File: src/rtl/scan_bist_ctrl_pkg.sv
// Shared definitions for the scan BIST controller.
//   state_e     : controller FSM states
//   poly_terms  : low-order terms of a maximal-length polynomial per width
//   lfsr_taps   : Fibonacci right-shift tap mask (feedback into MSB)
//   misr_taps   : left-shift MISR tap mask (feedback into LSB)
// For width 16 the polynomial is x^16+x^14+x^13+x^11+1, giving
// lfsr_taps(16) = 16'h002D and misr_taps(16) = 16'hB400.
package scan_bist_ctrl_pkg;

  typedef enum logic [2:0] {
    ST_IDLE,
    ST_SHIFT,
    ST_CAPTURE,
    ST_UNLOAD,
    ST_DONE
  } state_e;

  // Bit k set for every term x^k (0 <= k < w) besides the leading x^w.
  function automatic logic [63:0] poly_terms(input int w);
    logic [63:0] p;
    p = '0;
    case (w)
      4:       begin p[3]  = 1'b1; p[0] = 1'b1; end
      8:       begin p[6]  = 1'b1; p[5] = 1'b1; p[4] = 1'b1; p[0] = 1'b1; end
      16:      begin p[14] = 1'b1; p[13] = 1'b1; p[11] = 1'b1; p[0] = 1'b1; end
      24:      begin p[23] = 1'b1; p[22] = 1'b1; p[17] = 1'b1; p[0] = 1'b1; end
      32:      begin p[22] = 1'b1; p[2] = 1'b1; p[1] = 1'b1; p[0] = 1'b1; end
      default: begin p[w-1] = 1'b1; p[0] = 1'b1; end
    endcase
    return p;
  endfunction

  // Right-shifting register: term x^k maps to tap bit (w-k).
  function automatic logic [63:0] lfsr_taps(input int w);
    logic [63:0] p, t;
    p = poly_terms(w);
    t = '0;
    t[0] = 1'b1;
    for (int k = 1; k < 64; k++)
      if (k < w && p[k]) t[w-k] = 1'b1;
    return t;
  endfunction

  // Left-shifting register: term x^k maps to tap bit (k-1).
  function automatic logic [63:0] misr_taps(input int w);
    logic [63:0] p, t;
    p = poly_terms(w);
    t = '0;
    t[w-1] = 1'b1;
    for (int k = 1; k < 64; k++)
      if (k < w && p[k]) t[k-1] = 1'b1;
    return t;
  endfunction

endpackage

File: src/rtl/scan_bist_ctrl_if.sv
// Bundle between the BIST controller, the scan core and the run requester.
//   start            : one-cycle run request
//   scan_se/scan_si  : scan enable / serial scan-in to chain head
//   scan_so          : serial scan-out from chain tail
//   pi / po          : core primary inputs / outputs
//   busy/done/pass   : run status
//   signature        : final MISR value
// master = controller side, slave = core + requester side.
interface scan_bist_ctrl_if #(
  parameter int N_PI   = 4,
  parameter int N_PO   = 1,
  parameter int MISR_W = 16
);
  logic              start;
  logic              scan_se;
  logic              scan_si;
  logic              scan_so;
  logic [N_PI-1:0]   pi;
  logic [N_PO-1:0]   po;
  logic              busy;
  logic              done;
  logic              pass;
  logic [MISR_W-1:0] signature;

  modport master (
    input  start, scan_so, po,
    output scan_se, scan_si, pi, busy, done, pass, signature
  );

  modport slave (
    output start, scan_so, po,
    input  scan_se, scan_si, pi, busy, done, pass, signature
  );
endinterface

File: src/rtl/scan_bist_ctrl_misr.sv
// bist_misr: multiple-input signature register.
//   CK, RSTN : clock, async active-low reset (register -> 0)
//   en       : compact din this cycle
//   clr      : synchronous clear (wins over en)
//   din      : parallel data folded into the register
//   nxt      : value the register takes if en is high this cycle
module bist_misr #(
  parameter int           W    = 16,
  parameter logic [W-1:0] TAPS = '0
) (
  input  logic         CK,
  input  logic         RSTN,
  input  logic         en,
  input  logic         clr,
  input  logic [W-1:0] din,
  output logic [W-1:0] nxt
);

  logic [W-1:0] q;

  assign nxt = {q[W-2:0], ^(q & TAPS)} ^ din;

  always_ff @(posedge CK or negedge RSTN) begin
    if (!RSTN)    q <= '0;
    else if (clr) q <= '0;
    else if (en)  q <= nxt;
  end

endmodule

File: src/rtl/scan_bist_ctrl.sv
// scan_bist_ctrl: scan BIST controller for a single muxed-D scan chain.
// An LFSR feeds scan-in bits during SHIFT and primary inputs during
// CAPTURE; scan-out and primary outputs are compacted into a MISR whose
// final value is reported as the signature.
//   CK, RSTN : clock (rising edge), async active-low reset
//   bus      : scan_bist_ctrl_if.master (start, scan_se/si/so, pi, po,
//              busy, done, pass, signature)
// Option macro SCAN_BIST_SIG_COMPARE_EN: when defined, pass is registered
// with done as (signature == GOLDEN_SIG); otherwise pass is tied low and
// the signature is left for an off-chip compare.
module scan_bist_ctrl
  import scan_bist_ctrl_pkg::*;
#(
  parameter int                CHAIN_LEN  = 3,
  parameter int                N_PI       = 4,
  parameter int                N_PO       = 1,
  parameter int                N_PATTERNS = 16,
  parameter int                LFSR_W     = 16,
  parameter int                MISR_W     = 16,
  parameter logic [LFSR_W-1:0] LFSR_SEED  = 16'hACE1,
  parameter logic [MISR_W-1:0] GOLDEN_SIG = 16'h0000
) (
  input logic              CK,
  input logic              RSTN,
  scan_bist_ctrl_if.master bus
);

  localparam int PCW = $clog2(N_PATTERNS + 1);
  localparam int BCW = (CHAIN_LEN > 1) ? $clog2(CHAIN_LEN) : 1;
  localparam logic [LFSR_W-1:0] LFSR_TAPS = LFSR_W'(lfsr_taps(LFSR_W));
  localparam logic [MISR_W-1:0] MISR_TAPS = MISR_W'(misr_taps(MISR_W));

  state_e              state_q, state_d;
  logic [BCW-1:0]      bit_q;
  logic [PCW-1:0]      pat_q;
  logic [LFSR_W-1:0]   lfsr_q, lfsr_step;
  logic [N_PI-1:0]     pi_q;
  logic                done_q;
  logic [MISR_W-1:0]   sig_q, misr_din, misr_nxt;
  logic                in_shift, in_cap, in_unload;
  logic                start_run, last_bit, last_pat, unload_end, misr_en;

  assign in_shift   = (state_q == ST_SHIFT);
  assign in_cap     = (state_q == ST_CAPTURE);
  assign in_unload  = (state_q == ST_UNLOAD);
  assign start_run  = bus.start && (state_q == ST_IDLE || state_q == ST_DONE);
  assign last_bit   = (bit_q == BCW'(CHAIN_LEN - 1));
  assign last_pat   = (pat_q == PCW'(N_PATTERNS - 1));
  assign unload_end = in_unload && last_bit;

  assign lfsr_step = {^(lfsr_q & LFSR_TAPS), lfsr_q[LFSR_W-1:1]};

  // ---------------- FSM ----------------
  always_ff @(posedge CK or negedge RSTN) begin
    if (!RSTN) state_q <= ST_IDLE;
    else       state_q <= state_d;
  end

  always_comb begin
    state_d = state_q;
    case (state_q)
      ST_IDLE, ST_DONE: if (bus.start) state_d = ST_SHIFT;
      ST_SHIFT:         if (last_bit)  state_d = ST_CAPTURE;
      ST_CAPTURE:       state_d = last_pat ? ST_UNLOAD : ST_SHIFT;
      ST_UNLOAD:        if (last_bit)  state_d = ST_DONE;
      default:          state_d = ST_IDLE;
    endcase
  end

  // Bit counter runs through each SHIFT/UNLOAD phase and rests at 0.
  always_ff @(posedge CK or negedge RSTN) begin
    if (!RSTN)                     bit_q <= '0;
    else if (in_shift || in_unload) bit_q <= last_bit ? '0 : bit_q + BCW'(1);
    else                           bit_q <= '0;
  end

  // Patterns captured so far; zero marks the first, uncompacted load.
  always_ff @(posedge CK or negedge RSTN) begin
    if (!RSTN)          pat_q <= '0;
    else if (start_run) pat_q <= '0;
    else if (in_cap && pat_q != PCW'(N_PATTERNS)) pat_q <= pat_q + PCW'(1);
  end

  always_ff @(posedge CK or negedge RSTN) begin
    if (!RSTN)                   lfsr_q <= LFSR_SEED;
    else if (start_run)          lfsr_q <= LFSR_SEED;
    else if (in_shift || in_cap) lfsr_q <= lfsr_step;
  end

  always_ff @(posedge CK or negedge RSTN) begin
    if (!RSTN)       pi_q <= '0;
    else if (in_cap) pi_q <= lfsr_q[N_PI:1];
  end

  // ---------------- compaction ----------------
  always_comb begin
    misr_din    = '0;
    misr_din[0] = bus.scan_so;
    if (!in_unload) misr_din[N_PO:1] = bus.po;
  end

  assign misr_en = (in_shift && pat_q != '0) || in_cap || in_unload;

  bist_misr #(.W(MISR_W), .TAPS(MISR_TAPS)) u_misr (
    .CK  (CK),
    .RSTN(RSTN),
    .en  (misr_en),
    .clr (start_run),
    .din (misr_din),
    .nxt (misr_nxt)
  );

  // Signature takes the MISR value including the final unload bit.
  always_ff @(posedge CK or negedge RSTN) begin
    if (!RSTN) begin
      done_q <= 1'b0;
      sig_q  <= '0;
    end else if (start_run) begin
      done_q <= 1'b0;
    end else if (unload_end) begin
      done_q <= 1'b1;
      sig_q  <= misr_nxt;
    end
  end

`ifdef SCAN_BIST_SIG_COMPARE_EN
  logic pass_q;
  always_ff @(posedge CK or negedge RSTN) begin
    if (!RSTN)           pass_q <= 1'b0;
    else if (start_run)  pass_q <= 1'b0;
    else if (unload_end) pass_q <= (misr_nxt == GOLDEN_SIG);
  end
  assign bus.pass = pass_q;
`else
  // No comparator; GOLDEN_SIG is only referenced to keep it visible.
  logic unused_golden;
  assign unused_golden = ^GOLDEN_SIG;
  assign bus.pass      = 1'b0;
`endif

  // ---------------- outputs ----------------
  assign bus.scan_se   = !in_cap;
  assign bus.scan_si   = in_shift && lfsr_q[0];
  assign bus.pi        = in_cap ? lfsr_q[N_PI:1] : pi_q;
  assign bus.busy      = in_shift || in_cap || in_unload;
  assign bus.done      = done_q;
  assign bus.signature = sig_q;

endmodule
File: src/flat_wrapper.sv
// flat-port wrapper written by rule: the top's interface ports become plain ports
module scan_bist_ctrl_flat import scan_bist_ctrl_pkg::*;
#(
  parameter int                CHAIN_LEN  = 3,
  parameter int                N_PI       = 4,
  parameter int                N_PO       = 1,
  parameter int                N_PATTERNS = 16,
  parameter int                LFSR_W     = 16,
  parameter int                MISR_W     = 16,
  parameter logic [LFSR_W-1:0] LFSR_SEED  = 16'hACE1,
  parameter logic [MISR_W-1:0] GOLDEN_SIG = 16'h0000
)
  (CK, RSTN, bus_start, bus_scan_so, bus_po, bus_scan_se, bus_scan_si, bus_pi, bus_busy, bus_done, bus_pass, bus_signature);
  scan_bist_ctrl_if #(.N_PI(N_PI), .N_PO(N_PO), .MISR_W(MISR_W)) bus_i ();
  input logic CK;
  input logic RSTN;
  input wire logic [$bits(bus_i.start)-1:0] bus_start;
  input wire logic [$bits(bus_i.scan_so)-1:0] bus_scan_so;
  input wire logic [$bits(bus_i.po)-1:0] bus_po;
  output wire logic [$bits(bus_i.scan_se)-1:0] bus_scan_se;
  output wire logic [$bits(bus_i.scan_si)-1:0] bus_scan_si;
  output wire logic [$bits(bus_i.pi)-1:0] bus_pi;
  output wire logic [$bits(bus_i.busy)-1:0] bus_busy;
  output wire logic [$bits(bus_i.done)-1:0] bus_done;
  output wire logic [$bits(bus_i.pass)-1:0] bus_pass;
  output wire logic [$bits(bus_i.signature)-1:0] bus_signature;
  assign bus_i.start = bus_start;
  assign bus_i.scan_so = bus_scan_so;
  assign bus_i.po = bus_po;
  assign bus_scan_se = bus_i.scan_se;
  assign bus_scan_si = bus_i.scan_si;
  assign bus_pi = bus_i.pi;
  assign bus_busy = bus_i.busy;
  assign bus_done = bus_i.done;
  assign bus_pass = bus_i.pass;
  assign bus_signature = bus_i.signature;
  scan_bist_ctrl #(.CHAIN_LEN(CHAIN_LEN), .N_PI(N_PI), .N_PO(N_PO), .N_PATTERNS(N_PATTERNS), .LFSR_W(LFSR_W), .MISR_W(MISR_W), .LFSR_SEED(LFSR_SEED), .GOLDEN_SIG(GOLDEN_SIG)) u_core (.CK(CK), .RSTN(RSTN), .bus(bus_i));
endmodule
File: config.mk
export PLATFORM = sky130hd
export DESIGN_NAME = scan_bist_ctrl_flat
export DESIGN_NICKNAME = d
export VERILOG_FILES = /design/src/rtl/scan_bist_ctrl_pkg.sv /design/src/rtl/scan_bist_ctrl_if.sv /design/src/rtl/scan_bist_ctrl_misr.sv /design/src/rtl/scan_bist_ctrl.sv /design/src/flat_wrapper.sv
export SDC_FILE = /design/constraint.sdc
export NUM_CORES = 1
export LEC_CHECK = 0
export CAP_MARGIN = 0
export CORE_ASPECT_RATIO = 0.75
export CORE_MARGIN = 10
export CORE_UTILIZATION = 40
export CTS_BUF_LIST = sky130_fd_sc_hd__clkbuf_8
export CTS_CLUSTER_DIAMETER = 200
export CTS_CLUSTER_SIZE = 14
export DETAILED_ROUTE_END_ITERATION = 12
export PLACE_DENSITY_LB_ADDON = 0.25
export SLEW_MARGIN = 5
export SYNTH_ARGS = -nofsm -noshare
export SYNTH_HDL_FRONTEND = slang
export SYNTH_SLANG_ARGS = --single-unit
File: constraint.sdc
create_clock -name CK -period 4.7 [get_ports CK]
set_input_delay 0.94 -clock CK [delete_from_list [all_inputs] [get_ports CK]]
set_output_delay 0.94 -clock CK [all_outputs]
set_load 0.02 [all_outputs]
==> flow_summary.toml <==
[yosys]
combinational_family_with_the_most_area_after_synthesis = "multiplexers"
synth.top_cells.by_area = "sky130_fd_sc_hd__dfrtp_1 48%, sky130_fd_sc_hd__dfstp_2 7.3%, sky130_fd_sc_hd__mux2_2 6.2%"
ys_dominant_reg_cell = "sky130_fd_sc_hd__dfrtp_1"
synth.yosys.seq_area_share = 0.548
post_synthesis_cell_type_with_the_largest_combined_area = "sky130_fd_sc_hd__dfrtp_1"
synthTopCellsByCount = "55 x sky130_fd_sc_hd__dfrtp_1, 24 x sky130_fd_sc_hd__nand3_1, 23 x sky130_fd_sc_hd__nand2_1"
synth-seq-cells = 63
synth_simple_gate_area_share = 0.124
total_standard_cell_area_after_synthesis_um2 = 2890
mux_contribution_to_synthesized_area = 0.125
synth_nets = 263
synth_area_per_cell_um2 = 11.3
synth_most_common_cell = "sky130_fd_sc_hd__dfrtp_1"
ys_async_sr_fraction = 1.00
synth_compound_gate_area_share = 0.102
synth-xor-area-share = 0.0342
synthesis.instances = 255
number_of_enable_type_register_cells_in_the_synthesized_netlist = 0
post-synth-top-area-fraction = 0.476
arithmetic_cell_share_of_the_synthesized_area_counting_full_adders_half_adders_and_majority_gates = 0.0130
yosysWarningCount = 0
synth.distinct_cells = 46

[critical_path]
crit_chain = "nor3b_4 > inv_2 > nand2_1 > nand2_1 > clkdlybuf4s50_1"
crit_path_most_repeated_cell = "sky130_fd_sc_hd__nand2_1"
timing.setup.critical_path_class = "register to primary output"
critical_path_arrival_ps = 2350
crit_reg_reg_endpoint = "u_core.u_misr.q[8]$_DFFE_PN0P_"
critical_path.startpoint = "u_core.state_q[2]$_DFFE_PN0P_"
ff2ff_setup_slack_ps = 2240
max_stage_delay_ps = 670
setup.worst_path.start_class = "register"
timing.reg2reg.worst_path_depth = 3
timing.critical_path.required_ps = 3760
regToRegStartpoint = "u_core.state_q[2]$_DFFE_PN0P_"
end_kind = "primary output"
worst_path_max_delay_cell = "sky130_fd_sc_hd__dfrtp_1"
critical_path_peak_fanout = 27

[pwr]
cell_internal_pwr_mw = 1.66
power_per_cell_area_nw_per_um2 = 736
total_power_mw = 2.56
p_leak_nw = 1.56
comb_power_share = 0.384
share_clk_of_total_power = 0.246
vdd_ir_drop_max_mv = 0.311
power_switching_share = 0.350
sequentialPowerShare = 0.370
net_switching_power_figure_uw = 896

[clock_tree]
clock-root-buffer = "sky130_fd_sc_hd__clkbuf_8"
cts.path.max_buffers = 2
cts_resized = 0
cts_hold_repair.buffers = 0
tritoncts = "yes"
cts.repair_timing.setup_buffer_count = 0
clkLatencyLatePin_ps = 350
cts_inserted_buffers = 9
clk_transition_reported_paths_ps = 70
clock_sinks = 63
cts_max_level = 3

[sta]
skew_ps = 11.6
setup_tns_ps = 0
timing.fmax_mhz = 304
layout_min_cycle_time_ps = 3290
max_slew_margin = 0.322
maxSlewViolCount = 0
report.final.hold_viol_count = 0
rsz0062_at_grt = "no"
timing_worst_slew_pin_value_ps = 1020
final_min_period_over_clock_period = 0.699
final-setup-viol-count = 0

[hold_path]
hold_path_class = "register to register"
hold_path_end = "u_core.pi_q[1]$_DFF_PN0_"
startpoint_of_the_tightest_hold_check_path = "u_core.pi_q[1]$_DFF_PN0_"
worst_hold_path.num_cells = 2

[global_route]
grt_remaining_overflow = 0
grt_antenna_before_repair = 0
globalRoute.busiestLayer = "met2"
largest_net_degree_at_the_start_of_global_routing = 47
met1_usage = 0.150
met2_usage = 0.156
grt_pass1_vias = 1882
use_met3 = 0.0456
grt_first_pass_wirelength_mm = 9.86
global_route_usage_over_all_layers = 0.110

[flow_run]
cap_viol_max_count = 0

[placed_design]
detailed_place_hpwl_mm = 3.91
routabilityCongestion = 0.756
port-buffer-count = 28

[drt]
route.detailed.wl_per_inst_um = 15.2
firstDrtPassIters = 4
routed-via-count = 1913
post_drt_via_cell_ratio = 4.99
totalWireLength_mm = 5.81
detail-route-antenna-nets = 0
post-route-drc-count = 0
starting_drt_drc_count = 150

[outcome]
run_status = "completed"

[layout]
n_antenna_cell = 0
area_delta_synth_final_pct = 20.2
design.final.nets = 288
post-route-util = 0.502
drive_above_1_share = 0.179

[die]
i_o_pin_cnt = 30
floorplan.die.height_um = 93.7
core_area_um2 = 6930
placement_rows = 26
start_util = 0.418
die-width_um = 118
dieArea_um2 = 11100
kinds of logic after synthesis:
| logic type | after synthesis |
|---|---|
| DFF | 63 |
| adders and majority gates | 3 |
| other | 1 |
| AOI/OAI and AO/OA | 51 |
| and+or+nand+nor | 66 |
| xor gates and xnor gates | 8 |
| buffers and inverters | 30 |
| muxes | 33 |
area by class of cell:
type | count | area (um^2)
clock buffers | 9 | 124
clock inverters | 7 | 144
fillers | 636 | 3450
inverters | 14 | 52.6
multi-input cells | 162 | 1160
flip-flops and latches | 63 | 1590
well taps | 98 | 123
repair buffers | 30 | 290
power groups by stage:
| stage | Combinational [mW] | Clock, mW | Sequential [mW] |
|---|---|---|---|
| finish | 0.983 | 0.630 | 0.946 |
| global route | 1.09 | 0.668 | 0.975 |
| CTS | 1.00 | 0.642 | 0.947 |
| detailed placement | 0.997 | 0 | 0.954 |
| global placement | 0.988 | 0 | 0.950 |
| floorplan | 0.683 | 0 | 0.965 |
through the flow:
step           std cells  setup WS [ps]  hold slack [ps]  instance area, um^2
6_report             383           1410              476                 3480
5_1_grt              383           1230              491                 3480
4_1_cts              383           1370              478                 3480
3_5_place_dp         367           1730              462                 3210
3_3_place_gp         367           1790              451                 3210
2_1_floorplan        255           2380              428                 2890
worst max-delay path: cells and delay by family, from the launching register on:
| kind | cells | cell delay [ps] |
|---|---|---|
| AND/OR/NAND/NOR | 3 | 640 |
| flip-flops | 1 | 670 |
| buffers and inverters | 2 | 680 |
registers in the layout, summed over array words and instances (netlist names):
signal                cells
u_core.u_misr.q          16
u_core.bit_q              2
u_core.pat_q              5
u_core.pi_q               4
u_core.bus.done           1
u_core.bus.signature     16
u_core.lfsr_q            16
u_core.state_q            3
worst max-delay path by stage:
stage                                                 to  slack (ps)
after CTS                                      bus_pi[1]        1370
after global routing                           bus_pi[1]        1230
after floorplan                              bus_scan_si        2380
after global placement                         bus_pi[1]        1790
final                                          bus_pi[0]        1410
after detailed placement  u_core.u_misr.q[1]$_DFFE_PN0P_        1730
cells in the final DEF, fill, tap and decap left out, types with 3 or more instances in the layout:
cell                              instances
sky130_fd_sc_hd__mux2i_1                 10
sky130_fd_sc_hd__bufinv_16                4
sky130_fd_sc_hd__nand3_1                 24
sky130_fd_sc_hd__o21ai_0                 18
sky130_fd_sc_hd__nand2_1                 23
sky130_fd_sc_hd__clkbuf_8                 9
sky130_fd_sc_hd__mux2_2                  16
sky130_fd_sc_hd__xnor2_1                  5
sky130_fd_sc_hd__dfstp_2                  8
sky130_fd_sc_hd__ha_1                     3
sky130_fd_sc_hd__mux2_1                   6
sky130_fd_sc_hd__a21oi_1                 20
sky130_fd_sc_hd__dfrtp_1                 55
sky130_fd_sc_hd__a21o_1                   3
sky130_fd_sc_hd__clkdlybuf4s50_1         27
sky130_fd_sc_hd__inv_1                   13
per-layer routing:
metal | wire length, um | up-vias | share of wire
li1 | - | 937 | -
met4 | 48 | 0 | 0.0083
met1 | 3000 | 943 | 0.52
met3 | 299 | 5 | 0.052
met2 | 2460 | 28 | 0.42
met5 | 0 | - | 0
Note: power is estimated with default switching activity, not from simulation.
